## config.mk

```make
export PLATFORM = sky130hd
export DESIGN_NAME = mig7_tester
export DESIGN_NICKNAME = d
export VERILOG_FILES = /design/src/rtl/mig7_tester_pkg.sv /design/src/rtl/mig7_tester_checker.sv /design/src/rtl/mig7_tester.sv
export SDC_FILE = /design/constraint.sdc
export NUM_CORES = 1
export LEC_CHECK = 0
export CAP_MARGIN = 30
export CORE_MARGIN = 2
export CORE_UTILIZATION = 36
export DETAILED_ROUTE_END_ITERATION = 10
export HOLD_SLACK_MARGIN = 0.12
export PLACE_DENSITY_LB_ADDON = 0.12
export SLEW_MARGIN = 20
export SYNTH_ARGS = -nofsm -noshare
export SYNTH_HDL_FRONTEND = slang
export SYNTH_HIERARCHICAL = 1
export SYNTH_SLANG_ARGS = --single-unit
```

## constraint.sdc

```tcl
create_clock -name clk -period 4 [get_ports clk]
set_input_delay 0.4 -clock clk [delete_from_list [all_inputs] [get_ports clk]]
set_output_delay 0.4 -clock clk [all_outputs]
set_load 0.05 [all_outputs]
```

## src/rtl/mig7_tester_pkg.sv

```systemverilog
// Shared constants, FSM state type and the data pattern for the MIG7 traffic tester.
package mig7_tester_pkg;

    localparam logic [2:0] CMD_WR = 3'b000;
    localparam logic [2:0] CMD_RD = 3'b001;

    // Widest app data bus supported; callers size the pattern down with DWIDTH'(...)
    localparam int MAX_DWIDTH = 1024;

    typedef enum logic [2:0] {
        S_IDLE,
        S_WR,
        S_RD,
        S_RDWAIT,
        S_DONE
    } state_t;

    // Every 32-bit lane carries the same value, so truncating to DWIDTH yields DWIDTH/32 copies.
    function automatic logic [MAX_DWIDTH-1:0] word(input logic [31:0] a, input logic [31:0] s);
        return {(MAX_DWIDTH/32){a ^ s}};
    endfunction

endpackage

```

## src/rtl/mig7_tester_checker.sv

```systemverilog
// In-order read-return checker: tracks the expected address, compares each returned word,
// counts mismatches (saturating) and captures the address of the first one.
module mig7_tester_checker
    import mig7_tester_pkg::*;
#(
    parameter int                AWIDTH     = 28,
    parameter int                DWIDTH     = 128,
    parameter int                BURSTS     = 1024,
    parameter int                ADDR_STEP  = 8,
    parameter logic [AWIDTH-1:0] START_ADDR = '0
) (
    input  logic              clk,
    input  logic              rst,
    input  logic              clear,
    input  logic              restart,
    input  logic              enable,
    input  logic [31:0]       seed,
    input  logic [DWIDTH-1:0] rd_data,
    input  logic              rd_valid,
    output logic              rcv_done,
    output logic [31:0]       err_cnt,
    output logic              err_flag,
    output logic [AWIDTH-1:0] first_err_addr
);

    localparam int CW = $clog2(BURSTS + 1);

    logic [AWIDTH-1:0] chk_addr;
    logic [CW-1:0]     rcv_cnt;
    logic              take;
    logic              mismatch;

    assign rcv_done = (rcv_cnt == CW'(BURSTS));
    // Surplus returns past BURSTS are dropped without being compared
    assign take     = enable && rd_valid && !rcv_done;
    assign mismatch = take && (rd_data != DWIDTH'(word(32'(chk_addr), seed)));

    always_ff @(posedge clk) begin
        if (rst) begin
            chk_addr       <= START_ADDR;
            rcv_cnt        <= '0;
            err_cnt        <= '0;
            err_flag       <= 1'b0;
            first_err_addr <= '0;
        end else begin
            if (restart) begin
                chk_addr <= START_ADDR;
                rcv_cnt  <= '0;
            end else if (take) begin
                chk_addr <= chk_addr + AWIDTH'(ADDR_STEP);
                rcv_cnt  <= rcv_cnt + CW'(1);
            end
            if (clear) begin
                err_cnt        <= '0;
                err_flag       <= 1'b0;
                first_err_addr <= '0;
            end else if (mismatch) begin
                if (err_cnt != '1)
                    err_cnt <= err_cnt + 32'd1;
                err_flag <= 1'b1;
                if (err_cnt == '0)
                    first_err_addr <= chk_addr;
            end
        end
    end

endmodule

```

## src/rtl/mig7_tester.sv

```systemverilog
// MIG7 app-interface traffic generator: writes a pattern over an address window, reads it back
// and checks it. Optional error injection is enabled by defining MIG7_TESTER_ERR_INJECT_EN.
module mig7_tester
    import mig7_tester_pkg::*;
#(
    parameter int                AWIDTH     = 28,
    parameter int                DWIDTH     = 128,
    parameter int                MWIDTH     = DWIDTH / 8,
    parameter int                BURSTS     = 1024,
    parameter int                ADDR_STEP  = 8,
    parameter logic [AWIDTH-1:0] START_ADDR = '0
) (
    input  logic              clk,
    input  logic              rst,
    input  logic              start,
    input  logic              loop,
    input  logic              stop,
    input  logic              inject,
    output logic [AWIDTH-1:0] app_addr,
    output logic [2:0]        app_cmd,
    output logic              app_en,
    output logic [DWIDTH-1:0] app_wdf_data,
    output logic              app_wdf_end,
    output logic [MWIDTH-1:0] app_wdf_mask,
    output logic              app_wdf_wren,
    input  logic [DWIDTH-1:0] app_rd_data,
    input  logic              app_rd_data_end,
    input  logic              app_rd_data_valid,
    input  logic              app_rdy,
    input  logic              app_wdf_rdy,
    output logic              app_sr_req,
    output logic              app_ref_req,
    output logic              app_zq_req,
    input  logic              app_sr_active,
    input  logic              app_ref_ack,
    input  logic              app_zq_ack,
    input  logic              init_calib_complete,
    output logic              busy,
    output logic              done,
    output logic [31:0]       pass_cnt,
    output logic [31:0]       err_cnt,
    output logic              err_flag,
    output logic [AWIDTH-1:0] first_err_addr
);

    localparam int CW = $clog2(BURSTS + 1);

    state_t            state, state_nx;
    logic [AWIDTH-1:0] addr;
    logic [CW-1:0]     cnt;
    logic              cmd_done, dat_done;
    logic              cmd_ok, dat_ok;
    logic              loop_q, stop_q;
    logic              last_cmd;
    logic              rcv_done;
    logic              chk_clear, chk_restart;
    logic [DWIDTH-1:0] wr_word;
    logic              unused_ok;

    assign last_cmd = (cnt == CW'(BURSTS - 1));
    assign busy     = (state == S_WR) || (state == S_RD) || (state == S_RDWAIT);
    assign done     = (state == S_DONE);

    assign app_addr     = addr;
    assign app_wdf_data = app_wdf_wren ? wr_word : '0;
    assign app_wdf_end  = app_wdf_wren;
    assign app_wdf_mask = '0;
    assign app_sr_req   = 1'b0;
    assign app_ref_req  = 1'b0;
    assign app_zq_req   = 1'b0;

`ifdef MIG7_TESTER_ERR_INJECT_EN
    logic inj_armed;

    always_ff @(posedge clk) begin
        if (rst)
            inj_armed <= 1'b0;
        else if (inj_armed && app_wdf_wren && app_wdf_rdy)
            inj_armed <= 1'b0;
        else if (inject)
            inj_armed <= 1'b1;
    end

    assign wr_word   = DWIDTH'(word(32'(addr), pass_cnt)) ^ DWIDTH'(inj_armed);
    assign unused_ok = ^{app_rd_data_end, app_sr_active, app_ref_ack, app_zq_ack};
`else
    assign wr_word   = DWIDTH'(word(32'(addr), pass_cnt));
    assign unused_ok = ^{app_rd_data_end, app_sr_active, app_ref_ack, app_zq_ack, inject};
`endif

    always_comb begin
        state_nx     = state;
        app_en       = 1'b0;
        app_cmd      = CMD_WR;
        app_wdf_wren = 1'b0;
        cmd_ok       = 1'b0;
        dat_ok       = 1'b0;
        chk_clear    = 1'b0;
        chk_restart  = 1'b0;
        case (state)
            S_IDLE, S_DONE: begin
                // From DONE calibration is already known good
                if (start && (init_calib_complete || state == S_DONE)) begin
                    state_nx    = S_WR;
                    chk_clear   = 1'b1;
                    chk_restart = 1'b1;
                end
            end
            S_WR: begin
                app_en       = !cmd_done;
                app_wdf_wren = !dat_done;
                cmd_ok       = cmd_done || app_rdy;
                dat_ok       = dat_done || app_wdf_rdy;
                if (cmd_ok && dat_ok && last_cmd)
                    state_nx = S_RD;
            end
            S_RD: begin
                app_en  = 1'b1;
                app_cmd = CMD_RD;
                if (app_rdy && last_cmd)
                    state_nx = S_RDWAIT;
            end
            S_RDWAIT: begin
                if (rcv_done) begin
                    if (loop_q && !stop_q && !stop) begin
                        state_nx    = S_WR;
                        chk_restart = 1'b1;
                    end else begin
                        state_nx = S_DONE;
                    end
                end
            end
            default: state_nx = S_IDLE;
        endcase
    end

    always_ff @(posedge clk) begin
        if (rst) begin
            state    <= S_IDLE;
            addr     <= '0;
            cnt      <= '0;
            cmd_done <= 1'b0;
            dat_done <= 1'b0;
            loop_q   <= 1'b0;
            stop_q   <= 1'b0;
            pass_cnt <= '0;
        end else begin
            state <= state_nx;
            case (state)
                S_IDLE, S_DONE: begin
                    if (state_nx == S_WR) begin
                        loop_q   <= loop;
                        stop_q   <= 1'b0;
                        pass_cnt <= '0;
                        addr     <= START_ADDR;
                        cnt      <= '0;
                        cmd_done <= 1'b0;
                        dat_done <= 1'b0;
                    end
                end
                S_WR: begin
                    // Command and data may be accepted on different cycles; hold whichever finished first
                    if (cmd_ok && dat_ok) begin
                        cmd_done <= 1'b0;
                        dat_done <= 1'b0;
                        addr     <= last_cmd ? START_ADDR : addr + AWIDTH'(ADDR_STEP);
                        cnt      <= last_cmd ? '0 : cnt + CW'(1);
                    end else begin
                        cmd_done <= cmd_ok;
                        dat_done <= dat_ok;
                    end
                end
                S_RD: begin
                    if (app_rdy) begin
                        addr <= last_cmd ? START_ADDR : addr + AWIDTH'(ADDR_STEP);
                        cnt  <= last_cmd ? '0 : cnt + CW'(1);
                    end
                end
                S_RDWAIT: begin
                    if (rcv_done) begin
                        pass_cnt <= pass_cnt + 32'd1;
                        addr     <= START_ADDR;
                    end
                end
                default: ;
            endcase
            if (stop && busy)
                stop_q <= 1'b1;
        end
    end

    mig7_tester_checker #(
        .AWIDTH    (AWIDTH),
        .DWIDTH    (DWIDTH),
        .BURSTS    (BURSTS),
        .ADDR_STEP (ADDR_STEP),
        .START_ADDR(START_ADDR)
    ) u_checker (
        .clk           (clk),
        .rst           (rst),
        .clear         (chk_clear),
        .restart       (chk_restart),
        .enable        ((state == S_RD) || (state == S_RDWAIT)),
        .seed          (pass_cnt),
        .rd_data       (app_rd_data),
        .rd_valid      (app_rd_data_valid),
        .rcv_done      (rcv_done),
        .err_cnt       (err_cnt),
        .err_flag      (err_flag),
        .first_err_addr(first_err_addr)
    );

endmodule

```

# Word level (Yosys, flattened, before mapping)
# Cells that the tools add are included.
dict set report word_totals {
  input_bits 142
  out_inout_bits 276
  wordCells 113
  register_bits 178
}
dict set report op_classes {
  muxes 38
  eq_ne 13
  bitwise 2
  reduce_logical 41
  n_addsub 6
}
# operator count
set op_table {}
lappend op_table {{two-way mux 28 bit} 5}
lappend op_table {{two-way mux 128 bit} 1}
lappend op_table {{!= test 128 bit} 1}
lappend op_table {{case mux 28 bit (4 select lines)} 1}
lappend op_table {{adder 32 x 1 -> 32 bit (second input constant)} 2}
lappend op_table {{two-way mux 32 bit} 2}
lappend op_table {{case mux 32 bit (2 select lines)} 1}
lappend op_table {{bitwise XOR 28 x 32 -> 32 bit} 2}
lappend op_table {{adder 28 x 4 -> 28 bit (second input constant)} 2}
lappend op_table {{two-way mux 11 bit} 4}
lappend op_table {{case mux 11 bit (3 select lines)} 1}
lappend op_table {{logical NOT 32 bit} 1}
lappend op_table {{!= test 32 bit (second input constant)} 1}
lappend op_table {{adder 11 x 1 -> 11 bit (second input constant)} 2}
lappend op_table {{two-way mux 3 bit} 5}
lappend op_table {{two-way mux 1 bit} 13}
lappend op_table {{case mux 3 bit (4 select lines)} 1}
lappend op_table {{equality test 11 x 10 -> 1 bit (second input constant)} 1}
lappend op_table {{equality test 11 bit (second input constant)} 1}
lappend op_table {{logical AND 1 bit} 11}
lappend op_table {{AND reduction 2 bit} 5}
lappend op_table {{case mux 1 bit (2 select lines)} 4}
lappend op_table {{nonzero test 2 bit} 4}
lappend op_table {{equality test 3 x 1 -> 1 bit (second input constant)} 2}
lappend op_table {{other kinds (13)} 27}

# Depth between registers and ports, before layout
# Gate-level depths: netlist of the first run.
dict set report depth {
  ltp_word 10
  depth_mapped 12
  mapped_depth_nobuf 9
}

# Modules after synthesis
# The synthesis of the first run kept the hierarchy.
# module area_per_inst_um2 cells_each seq_area_each_um2 instances
set by_module_without_submodules {}
lappend by_module_without_submodules {mig7_tester_checker 6133.4 709 1881.8 1}
lappend by_module_without_submodules {mig7_tester 5195.0 669 1501.4 1}

# Least setup slack after synthesis of the first run
# Ideal clock, no wire load.
dict set report synth_path {
  path_type {register to register}
  start {register pass_cnt[26]}
  end {register u_checker.err_cnt[1]}
  required_time_ns 3.931
  path_slack_ns 0.790
  path_buffers 2
  setup_time_ns 0.069
  stages_incl_launch_ff 11
  arrival_time_ns 3.141
  synth_period_minus_slack_ns 3.210
  path_cell_list {dfxtp_1 -> xor2_1 -> xnor2_1 -> nand4_1 -> or4_4 -> or4_4 -> o21ai_4 -> buf_6 -> buf_12 -> o21ai_1 -> a21oi_2}
}
dict set report synth_via {
  elab_chain_len 4
}
# element line_no
set synth_rtl {}
lappend synth_rtl {{from (decl)} mig7_tester.sv:40} ;# output logic [31:0] pass_cnt,
lappend synth_rtl {{from (signal assigned)} mig7_tester.sv:181} ;# pass_cnt <= pass_cnt + 32'd1;
lappend synth_rtl {{bitwise XOR 28 x 32 -> 32 bit} mig7_tester_pkg.sv:20} ;# return {(MAX_DWIDTH/32){a ^ s}};
lappend synth_rtl {{!= test 128 bit} mig7_tester_checker.sv:36} ;# assign mismatch = take && (rd_data != DWIDTH'(word(32'(chk_addr), seed)));
lappend synth_rtl {{logical AND 1 bit} mig7_tester_checker.sv:36}
lappend synth_rtl {{AND reduction 2 bit (no source line)} --}
lappend synth_rtl {{to (signal assigned)} mig7_tester_checker.sv:59} ;# err_cnt <= err_cnt + 32'd1;
lappend synth_rtl {{to (decl)} mig7_tester_checker.sv:21} ;# output logic [31:0] err_cnt,
# No other way between the ends.
# A chain may end at the register's enable or synchronous reset.

# Worst setup path in the final report of the first run
dict set report layout_path {
  start {register state[2]}
  end {output app_wdf_data[98]}
}
dict set report layout_via {
  elab_chain_len 3
}
# element line_no
set layout_rtl {}
lappend layout_rtl {{from (decl)} mig7_tester.sv:48} ;# state_t state, state_nx;
lappend layout_rtl {{from (signal assigned)} mig7_tester.sv:148} ;# state <= state_nx;
lappend layout_rtl {{equality test 3 x 1 -> 1 bit} mig7_tester.sv:100} ;# case (state)
lappend layout_rtl {{two-way mux 1 bit} mig7_tester.sv:100}
lappend layout_rtl {{two-way mux 128 bit} mig7_tester.sv:65} ;# assign app_wdf_data = app_wdf_wren ? wr_word : '0;
lappend layout_rtl {{to (decl)} mig7_tester.sv:22} ;# output logic [DWIDTH-1:0] app_wdf_data,
# No other way between the ends.

==> results.md, run 1 <==
Run status:
- The run finished with clean final reports.

Timing:
- The time the worst path needs with I/O delays and setup is 3720 ps.
- In the finished design, the share of the clock period the worst path needs comes to 92.9%.
- The number of failing hold endpoints at the final stage is 0.
- The number of pins exceeding their max-slew limit in the final report was 0.
- For the final routed database, the setup TNS stands at 0 ps.
- The peak clock frequency supported by timing is roughly 270 MHz.
- Setup violations remaining at the end of the flow were counted as 0.
- For the final database, setup skew stands at between 10 and 15 ps.
- For the pin with the worst max-slew slack, the measured transition is 836 ps.
- Setup repair after global routing left no endpoint under its margin.
- Measured against its own limit, the worst slew margin works out to 44.3%.

CTS:
- The clock transition at the registers of the reported paths is ~60 ps.
- The source-to-sink clock delay at the later pin of the worst-skew pair is ~430 ps.
- The level count of the clock H-tree is 4.
- In this run, CTS created clock tree buffers numbering 17.
- The cell chosen for the clock root is clkbuf_16.
- The number of clock sinks is 169.
- TritonCTS built the clock tree.
- Post-CTS repair changed the size of 0 cells.
- The post-CTS setup buffer count is 0.
- The hold-fix buffer count after cts is 0.
- Counting along the longest clock path gives a buffer depth of 2.

Yosys:
- The most numerous cell in the Yosys netlist is dfxtp_1.
- The cell taking the most area after synthesis is dfxtp_1.
- The warning count from the yosys run is 6.
- The netlist area before placement is approximately 11000 µm².
- The cell count after synthesis came out at between 1000 and 1500.
- The mean area per synthesized cell is about 8 µm².
- Sorting the synthesized cells by area gives the leading types as dfxtp_1 (30%), buf_4 (8.4%), xnor2_1 (7.2%).
- The synthesized netlist contains 83 unique library cells.
- The most used flip-flop cell after synthesis is dfxtp_1.
- The number of flops mapped to enable cells by yosys is 0.
- Summing the sequential cell areas from Yosys gives 29.9% of the chip area.
- After synthesis, the share of flip-flops with an asynchronous set or reset is 0%.
- The commonest cells after synthesis are dfxtp_1 (169), nor2_1 (144), buf_4 (127).
- The register bit total from synthesis is 169.
- The share of synthesized area in the top cell type comes to 29.9%.

Detailed routing:
- The routed length per placed instance is 19.7 µm.
- The iteration count of the initial detailed-routing pass is 8.
- The count of antenna-violating nets left after detailed routing is 0.
- The count of routing violations after the opening detailed-route iteration is 609.
- Wires add up to 40900 µm.
- The total DRC errors in the routed layout is 0.
- For this block, the via count after detailed routing is 11100.
- Using the TritonRoute via totals, the vias-per-cell ratio works out to around 5.3.

Setup path:
- The type of element capturing the critical path is a primary output.
- The setup path with the least slack is of type flop to primary output.
- STA classifies the critical path startpoint as a flop.
- The data arrival time of the critical path is about 3300 ps.
- The number of cells on the worst reg-to-reg path is 9.
- The worst register-to-register path ends at u_checker/err_cnt[18].
- The startpoint of the worst-slack reg-to-reg timing path is pass_cnt[7].
- In this run the worst path has a maximum fanout of 15.
- Setup slack on the worst reg-to-reg path comes out at 600 ps.
- For the worst setup path, the data required time is between 3000 and 4000 ps.
- The critical path starts at state[2].
- The termination of the worst setup path is app_wdf_data[98].

GRT:
- Global routing consumed, over all layers together, approximately a quarter of the routing resources.
- The via count of the first global-routing pass is 10400.
- The total overflow left after global routing is 0.
- Entering global routing, the biggest net connects 44 pins.
- The number of antenna violations at the first check in global routing is 2.
- The first-pass GRT wire length is roughly 62000 µm.

Power:
- For this design the ratio of total power to cell area is 254 nW/µm².
- The worst voltage drop across the vdd grid is 234 µV.
- Summed over all cells, the static leakage comes to 0.00516 µW.

Placement:
- At the end of routability-driven placement, the weighted congestion stood at 0.864.
- During placement, the flow inserted port buffers numbering 385.
- The post-detailed-placement cell area is between 10000 and 15000 µm².
- The half-perimeter wire length of the detailed placement result is roughly 32000 µm.

Floorplan:
- Once the floorplan was initialized, standard cells occupied about 37% of the core.
- In this run the vertical extent of the chip is 181 µm.
- After floorplanning, the core was sized to cover 30700 µm².
- The number of top-level pins is 418.
- The number of rows in the core area is 64.
- The width of the chip is 181 µm.
- The die covers around 33000 µm².

Layout:
- The net count of the finished layout is about 1800.
- The fraction of layout instances using a drive strength above 1 is 8.10%.
- The number of fillers in the final layout is 3002.
- The finished layout cell area is 15500 µm².
- The area overhead of the layout relative to synthesis is 37.2%.

Run:
- Across the run, the number of max-cap violations was 0.

Hold path:
- The worst hold path begins at loop_q.
- The worst hold path class is flop to flop.
## area by class of cell
| class | instances | area [µm²] | share of cell area [%] |
|---|---|---|---|
| antenna | 2 | 5.00 | 0.0322 |
| clock buffer | 20 | 457 | 2.94 |
| clock inverter | 11 | 194 | 1.25 |
| inverter | 23 | 86.3 | 0.555 |
| multi-input combinational | 1022 | 6680 | 43.0 |
| sequential | 169 | 3380 | 21.8 |
| tap | 396 | 495 | 3.19 |
| timing repair buffer | 435 | 4250 | 27.3 |
## per-layer routing
metal	vias up	track usage (%)	wire, µm
li1	5371	-	-
met1	5264	30.9	17600
met2	401	41.0	19800
met3	50	4.35	2390
met4	0	8.46	1110
met5	-	0	0
## flip-flops by register name, summed over array words and instances (netlist names)
name	count
app_addr	25
cmd_done	1
cnt	11
dat_done	1
loop_q	1
pass_cnt	32
state	3
stop_q	1
u_checker/chk_addr	25
u_checker/err_cnt	32
u_checker/err_flag	1
u_checker/first_err_addr	25
u_checker/rcv_cnt	11
## placed cells by master, fill, tap and decap left out, types with 5 or more instances in the layout
cell type and instances:
a311oi_1 7, and4_1 11, nand4b_1 7, a2111oi_0 7, o31ai_1 15, o31ai_2 5, and2_1 18, xor2_1 61
buf_4 47, xnor2_1 93, dfxtp_1 169, a21oi_1 73, nand3_1 47, a22oi_1 5, nand4_1 50, or4_1 14
nand3b_1 11, nor3_1 36, nor2b_1 5, or4_2 7, a31oi_1 6, a211oi_1 10, nor4_1 16, nor2_1 144
or3_1 48, ha_1 8, o41ai_1 5, or2_2 9, inv_1 22, o211ai_1 5, clkbuf_16 17, clkdlybuf4s50_1 384
conb_1 27, o22ai_1 7, a21oi_2 8, nand2_1 76, and3_1 33, bufinv_16 5, o21ai_0 45, mux2i_1 40
## power by group
| group | internal, µW | switching (µW) | total, µW |
|---|---|---|---|
| Sequential | 1690 | 2.38 | 1690 |
| Combinational | 190 | 234 | 424 |
| Clock | 1140 | 700 | 1840 |
| Total | 3020 | 937 | 3950 |
## metrics by stage
step | util [%] | total power, µW | hold slack (ps) | setup slack [ps] | instances
3_3_place_gp | 48.4 | 2140 | 447 | 603 | 2044
6_report | 50.5 | 3950 | 464 | 283 | 2078
2_1_floorplan | - | 1960 | 432 | 790 | 1403
4_1_cts | 50.5 | 3990 | 454 | 225 | 2075
5_1_grt | 50.5 | 4100 | 475 | 79.4 | 2078
3_5_place_dp | 48.4 | 2150 | 458 | 607 | 2044
## kinds of logic (layout without fill, tap and decap cells)
| kind of cell | count (synthesis) | after routing | share of synthesized area (%) |
|---|---|---|---|
| AND/OR/NAND/NOR | 559 | 559 | 26.6 |
| buffers and inverters | 212 | 489 | 12.0 |
| adder cells (fa/ha/maj) | 8 | 8 | 0.884 |
| AO/OA/AOI/OAI | 224 | 224 | 13.3 |
| flip-flops | 169 | 169 | 29.9 |
| multiplexers | 41 | 41 | 3.63 |
| other | 2 | 29 | 0.0663 |
| XOR/XNOR | 163 | 163 | 13.6 |
## worst min path at each step
stage | slack, ps | cells after the start | endpoint
finish | 460 | 2 | loop_q
global route | 470 | 3 | u_checker/err_cnt[6]
CTS | 450 | 3 | u_checker/err_cnt[6]
detailed placement | 460 | 2 | loop_q
global placement | 450 | 1 | cnt[10]
floorplan | 430 | 2 | loop_q
## critical path, cell delays in order (launching register included)
cell and delay, ps:
dfxtp_1 420, or3b_1 570, or2_2 500, inv_1 260, and2_1 290, clkdlybuf4s50_1 850
No activity file was read; power rests on OpenSTA's default activity.
==> run 2, diff against run 1 <==
--- a/config.mk
+++ b/config.mk
@@ -11,6 +11,7 @@
 export DETAILED_ROUTE_END_ITERATION = 10
 export HOLD_SLACK_MARGIN = 0.12
 export PLACE_DENSITY_LB_ADDON = 0.12
+export REMOVE_ABC_BUFFERS = 1
 export SLEW_MARGIN = 20
 export SYNTH_ARGS = -nofsm -noshare
 export SYNTH_HDL_FRONTEND = slang
==> run 2 against run 1 <==
Net effect: final area is 0.88% lower; setup slack worse by 11 ps; sequential share of layout area grew 0.19 points; non-clock buffer count is 2 lower; clock-buffer cell count fell by 2; global-route usage decreased by 0.95 points; register-to-register slack better by 40 ps; critical path type unchanged; critical endpoint is now app_wdf_data[112].
==> results.md, run 2 (synthesized netlist as in run 1, its figures left out) <==
CTS:
- The deepest clock path buffer count is 2.
- TritonCTS built the clock tree.
- The root buffer cell chosen for the clock tree is clkbuf_16.
- Clock latency on the worst-skew pair, taken at its later pin, is 430 ps.
- Counting the buffers created by CTS gives 17.
- The clock net in this run drives a total of 169 sinks.
- CTS built an H-tree with a depth of 4.
- Buffers inserted to repair hold after CTS numbered 0.
- The post-CTS setup buffer count is 0.
- After clock tree synthesis, the clock-pin slew on the worst setup and hold paths is 70 ps.
- Gates resized during post-CTS repair numbered 0.

Setup path:
- By startpoint and endpoint, the worst setup path is classified as flop to primary output.
- The buffer and inverter count on the worst path is 2.
- The maximum fanout count along the critical path is 26.
- The maximum single-stage delay on the critical path is 870 ps.
- The critical path required time is 3600 ps.
- The worst setup path is captured at a primary output.
- The data arrival time of the critical path is ~3300 ps.
- The critical path goes through or3b_1 > or2_2 > buf_4 > nor2_1 > clkdlybuf4s50_1.
- Among cell families on the critical path, the largest total delay comes from simple AND/OR/NAND/NOR gates.
- The startpoint kind of the worst setup timing path is a flop.
- The slowest stage of the critical path belongs to the cell clkdlybuf4s50_1.

Timing:
- The clock skew is between 20 and 25 ps.
- The worst slew margin relative to its limit is 33.9%.
- The number of failing hold endpoints at the final stage is 0.
- The clock period could shrink to about 3700 ps.
- The post-route clock period utilization is about 93%.
- The slew at the pin closest to its max-slew limit is 991 ps.
- The number of pins exceeding their max-slew limit in the final report is 0.
- The number of setup violations in the final report is 0.
- The peak clock frequency supported by timing is 268 MHz.
- Setup repair after global routing left no endpoint under its margin.

Layout:
- The fraction of layout instances using a drive strength above 1 is approximately 8%.
- The largest registers in the layout are pass_cnt: 32 flops, u_checker/err_cnt: 32 flops.
- For this run, the post-layout net count is around 1800.
- In the layout the commonest cells are clkdlybuf4s50_1 (384), dfxtp_1 (169), nor2_1 (144).
- After the flow finishes, the layout carries non-filler instances totaling approximately 2100.
- The area overhead of the layout relative to synthesis is 36.0%.
- The repair_antennas step left the layout with diodes totalling 0.
- The finished layout cell area is 15400 µm².
- The post-route core utilization is 50.1%.
- The most common library cell in the layout ignoring fill and taps is clkdlybuf4s50_1.

Floorplan:
- For this design the top-level I/O count stands at 418.
- The number of rows in the core area is 64.
- Once the floorplan was initialized, standard cells occupied 36.8% of the core.
- The width of the chip is approximately 180 µm.
- The die covers 32900 µm².
- The core region is 30700 µm².
- The die is 181 µm tall.

GRT:
- The number of antenna violations at the first check in global routing is 3.
- The remaining global-route overflow is 0.
- The first global-routing pass estimated 60200 µm of wire.
- Entering global routing, the biggest net connects 40 pins.
- The overall routing resource usage is 23.2%.
- The via count of the first global-routing pass came to 10400.

Detailed routing:
- The routed length per placed instance is 19.1 µm.
- For this run, the detailed router's first-pass iteration total came to 5.
- For this run, design rule violations remaining after detail routing come to 0.
- The routed via count divided by cell count is 5.33.
- The detailed router placed approximately 11000 vias in this run.
- The final layout contains routed wiring with a total length of 39700 µm.
- For this block, the initial DRC count from the detailed router was 741.
- The count of antenna-violating nets left after detailed routing is 0.

Placement:
- The final estimated routing congestion in global placement is around 0.9.
- The placed instances occupy a cell area of 14900 µm².
- The number of input and output port buffers inserted is 385.
- The number of cells in the design after placement is 2043.
- Detailed placement ended at an HPWL of around 30000 µm.

Run status:
- The run finished with clean final reports.

Run:
- The tool flagged a number of max-cap violations equal to 0.

Power:
- The power density of the placed cells is 237 nW/µm².
- The worst-case IR drop observed on VDD is 200 µV.
- The total leakage power is 0.00509 µW.

Hold path:
- The worst hold path class is input pin to flop.
run 2: cell count changes in the layout (fill, tap and decap cells not counted), sizes merged:
cell | before | now
bufinv | 5 | 0
clkinvlp | 1 | 5
inv | 24 | 28
clkbuf | 21 | 18
diode | 2 | 0
buf | 50 | 49
run 2: layout make-up:
class                      instances  area, µm²
sequential                       169       3380
clock inverter                    14        115
inverter                          23       86.3
multi-input combinational       1022       6680
timing repair buffer             433       4220
clock buffer                      18        429
tap                              396        495
fill                            3036      15300
run 2: worst paths after layout:
kind,start,end,slack (ps),cells after the start
setup reg to reg,pass_cnt[26],u_checker/err_cnt[21],640,9
hold / removal,rst,loop_q,420,3
hold reg to reg,loop_q,loop_q,460,2
setup / recovery,state[0],app_wdf_data[112],270,5
run 2: stage by stage:
stage,TNS [ps],setup slack [ps],power [µW],hold WS (ps)
2_1_floorplan,-42450,-396,1920,426
3_3_place_gp,0,669,2140,444
3_5_place_dp,0,511,2150,461
4_1_cts,0,221,3700,412
5_1_grt,0,73.2,3800,434
6_report,0,272,3660,415
run 2: report_power, final:
group | internal [µW] | leakage [µW] | switching [µW]
combinational | 189 | 0.00348 | 231
sequential | 1680 | 0.00136 | 4.88
clock | 808 | 0.000252 | 741
run 2: worst reg2reg max path: cells and delay by family (launching register included):
family | cells | cell delay [ps]
AO/OA/AOI/OAI | 2 | 320
buffers and inverters | 1 | 210
flip-flops | 1 | 610
AND/OR/NAND/NOR | 4 | 1400
XOR/XNOR | 2 | 680
run 2: per-layer routing:
metal	wire [µm]	GRT usage (%)	share of wire, %	vias to the layer above
met5	13	0	0.033	-
met4	773	6.47	1.9	2
met3	2830	5.58	7.1	38
li1	-	-	-	5345
met2	19200	39.8	48	395
met1	16900	29.1	43	5290
==> run 3, diff against run 2 <==
--- a/config.mk
+++ b/config.mk
@@ -5,9 +5,12 @@
 export SDC_FILE = /design/constraint.sdc
 export NUM_CORES = 1
 export LEC_CHECK = 0
+export ABC_AREA = 1
 export CAP_MARGIN = 30
 export CORE_MARGIN = 2
 export CORE_UTILIZATION = 36
+export CTS_BUF_LIST = sky130_fd_sc_hd__clkbuf_2
+export CTS_CLUSTER_DIAMETER = 150
 export DETAILED_ROUTE_END_ITERATION = 10
 export HOLD_SLACK_MARGIN = 0.12
 export PLACE_DENSITY_LB_ADDON = 0.12
==> run 3 against run 2 <==
Net effect: clock power shrank 30%; register-to-register slack improved by 380 ps; cell count up 62%; global-route usage up 1.2 points; combinational power rose by 120%; synthesized area rose by 26%; critical path depth up 4; setup slack better by 35 ps; critical path type unchanged; first-iteration DRC count increased by 21%; die area up 25%; via count increased by 47%; worst hold slack lost 120 ps.
==> results.md, run 3 <==
Timing:
- The number of setup violations in the final report is 0.
- The post-route clock period utilization is 92.3%.
- Based on the critical path, the design can be clocked at up to 271 MHz.
- Hold timing on the final database bottoms out at a slack of 294 ps.
- The worst slew margin relative to its limit is 40.4%.
- The slew at the pin closest to its max-slew limit is 894 ps.
- The number of failing hold endpoints at the final stage is 0.
- Counting I/O delays and the setup requirement, the final critical path takes 3690 ps.
- Across the routed clock network, the largest skew measured is 53.4 ps.
- The worst path meets setup with 307 ps of slack.
- The number of pins exceeding their max-slew limit in the final report is 0.
- Setup repair after global routing could not meet its margin everywhere.

Layout:
- The most common library cell in the layout ignoring fill and taps is nand2_1.
- From synthesis to final layout, the design area changed by 25.0%.
- The finished cells cover 17800 µm².
- Summing all multi-input logic gate instances after layout gives 7950 µm².
- The number of fillers in the final layout is about 4200.
- The area taken by flip-flops and latches is 3380 µm².
- The post-route netlist has 4.71% of its cells at a drive strength greater than 1.
- After the last flow step, the layout net total stands at 2983.
- In the layout the commonest cells are nand2_1 (890), inv_1 (446), nor2_1 (269).
- In the final layout, the registers with the most flip-flops are pass_cnt: 32 flops, u_checker/err_cnt: 32 flops.
- At the end of the flow the core is filled with cells to between 40% and 50%.

Setup path:
- The data arrival time of the critical path is 3290 ps.
- The critical path starts at state[0].
- The classification of the worst setup path is flop to primary output.
- The worst register-to-register path begins at pass_cnt[15].
- The startpoint kind of the worst setup timing path is a flop.
- Data on the critical path is required at its endpoint by 3600 ps.
- The worst setup path is captured at a primary output.
- Along the worst path, the maximum fanout reaches 13.

Yosys:
- The biggest area contributor in the post-synthesis netlist is dfxtp_1.
- In the synthesized netlist, the number of instances is 2573.
- The commonest cells after synthesis are nand2_1 (890), inv_1 (448), nor2_1 (271).
- The synthesized design contains 169 register bits.
- Summing every instance area after synthesis gives 14300 µm².
- Counting flops with an async set or reset pin after synthesis yields a share of 0%.
- For this run, the register share of the synthesized area comes to 23.7%.
- Yosys mapped a number of flops with a built-in enable equal to 0.
- Among all cell types in the netlist, the one instantiated most often is nand2_1.
- The netlist uses 48 different library cells.
- For this run, the number of Yosys warnings is 6.
- Sorting the synthesized cells by area gives the leading types as dfxtp_1 (24%), nand2_1 (23%), inv_1 (12%).
- The most used flip-flop cell after synthesis is dfxtp_1.
- Dividing the synthesized area by the synthesized cell count gives 5.54 µm².
- The portion of synthesized cell area occupied by the leading cell type is 23.7%.

Run status:
- The run finished with clean final reports.

CTS:
- TritonCTS built the clock tree.
- The clock drives 169 sinks.
- The cell chosen for the clock root is clkbuf_2.
- In this run, CTS created clock tree buffers numbering 17.
- The H-tree was split into 4 levels.
- The source-to-sink clock delay at the later pin of the worst-skew pair is around 820 ps.
- The clock transition at the registers of the reported paths is 290 ps.
- The deepest clock path buffer count is 2.

Floorplan:
- After floorplanning, the core was sized to cover between 30000 and 40000 µm².
- For this design the top-level I/O count stands at approximately 420.
- The initial utilization of the core area, before any placement, comes to 36.7%.
- The height of the die is roughly 200 µm.
- The number of rows in the core area is 72.
- The die is 203 µm wide.
- The area enclosed by the die boundary is 41200 µm².

Detailed routing:
- The iteration count of the initial detailed-routing pass is 5.
- In the routed design, unresolved DRC markers number 0.
- The detail route stage leaves a number of antenna-violating nets equal to 0.
- The first routing iteration left ~900 violations.
- The total vias in the final route is roughly 16000.
- Dividing the detail-routed wire length by the instance count gives 15.4 µm.
- The routed via count divided by cell count is 4.83.
- The total wire length is slightly above 50000 µm.

Placement:
- The number of input and output port buffers inserted is slightly below 400.
- The placement-stage worst setup slack is roughly 640 ps.
- Once placement finished, the instance area stood at 17700 µm².
- The final estimated routing congestion in global placement is around 0.90.
- The wire-length estimate of the detail-placed layout is 40300 µm.

GRT:
- The global routing met2 resource utilization is between 40% and 50%.
- The global routing met1 resource utilization is between 20% and 30%.
- The met3 routing resource usage after global routing is under 10%.
- The first global-routing pass estimated slightly below 80000 µm of wire.
- The overall routing resource usage is between 20% and 30%.
- Summed over all layers, the global routing overflow is 0.
- The via count of the first global-routing pass is roughly 15000.
- Entering global routing, the biggest net connects 89 pins.
- The number of antenna violations at the first check in global routing came to 1.
- In this run the most used layer during global routing was met2.

Hold path:
- The tightest min-delay check is of the input pin to flop type.
- The worst hold path begins at start.

Power:
- The total leakage power is 0.00842 µW.
- The worst voltage drop across the vdd grid is between 150 and 200 µV.
- The power density of the placed cells is ~210 nW/µm².
- The overall power of the completed layout is between 3000 and 4000 µW.

Run:
- Across the run, the number of max-cap violations was 0.
-- run 3: cell count changes after synthesis, sizes merged, moves of 48 or more --
cell and delta:
xnor2 -71, inv +440, nor2 +133, nand4 +59, nand2 +819, or3 -48
nand3 +100
-- run 3: per-stage QoR --
| step | cells | TNS, ps |
|---|---|---|
| 6_report | 3365 | 0 |
| 3_5_place_dp | 3325 | 0 |
| 2_1_floorplan | 2406 | -274740 |
| 5_1_grt | 3365 | -138 |
| 4_1_cts | 3364 | 0 |
| 3_3_place_gp | 3325 | 0 |
-- run 3: timing repair --
action | CTS | global route
cloned | 1 | 0
buffers inserted | 4 | 0
gates resized for setup | 141 | 55
hold buffers | 2 | 0
endpoints found under the setup margin | 128 | 91
endpoints found under the hold margin | 2 | 0
-- run 3: cell families after synthesis --
| group | share of synthesized area [%] |
|---|---|
| flip-flops | 23.7 |
| buffers and inverters | 21.4 |
| AO/OA/AOI/OAI | 6.82 |
| XOR/XNOR | 2.70 |
| other | 0.0526 |
| adder cells (fa/ha/maj) | 0.702 |
| AND/OR/NAND/NOR | 44.6 |
-- run 3: worst paths after layout --
check	endpoint	slack, ps	cells past startpoint
hold / removal	state[2]	290	3
setup reg to reg	u_checker/err_cnt[0]	1020	17
setup / recovery	app_wdf_data[31]	310	9
hold reg to reg	cnt[3]	480	2
-- run 3: area by class of cell --
cell class | instances | share of cell area (%)
sequential | 169 | 19.0
tap | 518 | 3.63
timing repair buffer | 407 | 21.2
multi-input combinational | 1763 | 44.6
clock buffer | 17 | 0.477
inverter | 474 | 10.0
clock inverter | 15 | 1.07
antenna | 1 | 0.0140
timing repair inverter | 1 | 0.0421
-- run 3: report_power, final --
part | switching, µW | leakage, µW | internal, µW
Sequential | 52.2 | 0.00137 | 1730
Combinational | 604 | 0.00689 | 328
Clock | 714 | 0.000163 | 366
Total | 1370 | 0.00842 | 2420
-- run 3: critical path: stages, from the launching register on --
cell	delay [ps]
dfxtp_1	490
inv_1	90
nor2_1	110
nand2_1	180
nor2_4	280
clkinvlp_4	130
buf_4	210
buf_4	170
nor2_1	220
dlygate4sd2_1	580
-- run 3: routing by layer --
| layer | share of wire (%) | wire length, µm |
|---|---|---|
| met5 | 0 | 0 |
| met4 | 2.5 | 1300 |
| met3 | 5.7 | 2950 |
| met2 | 49 | 25400 |
| met1 | 43 | 22000 |
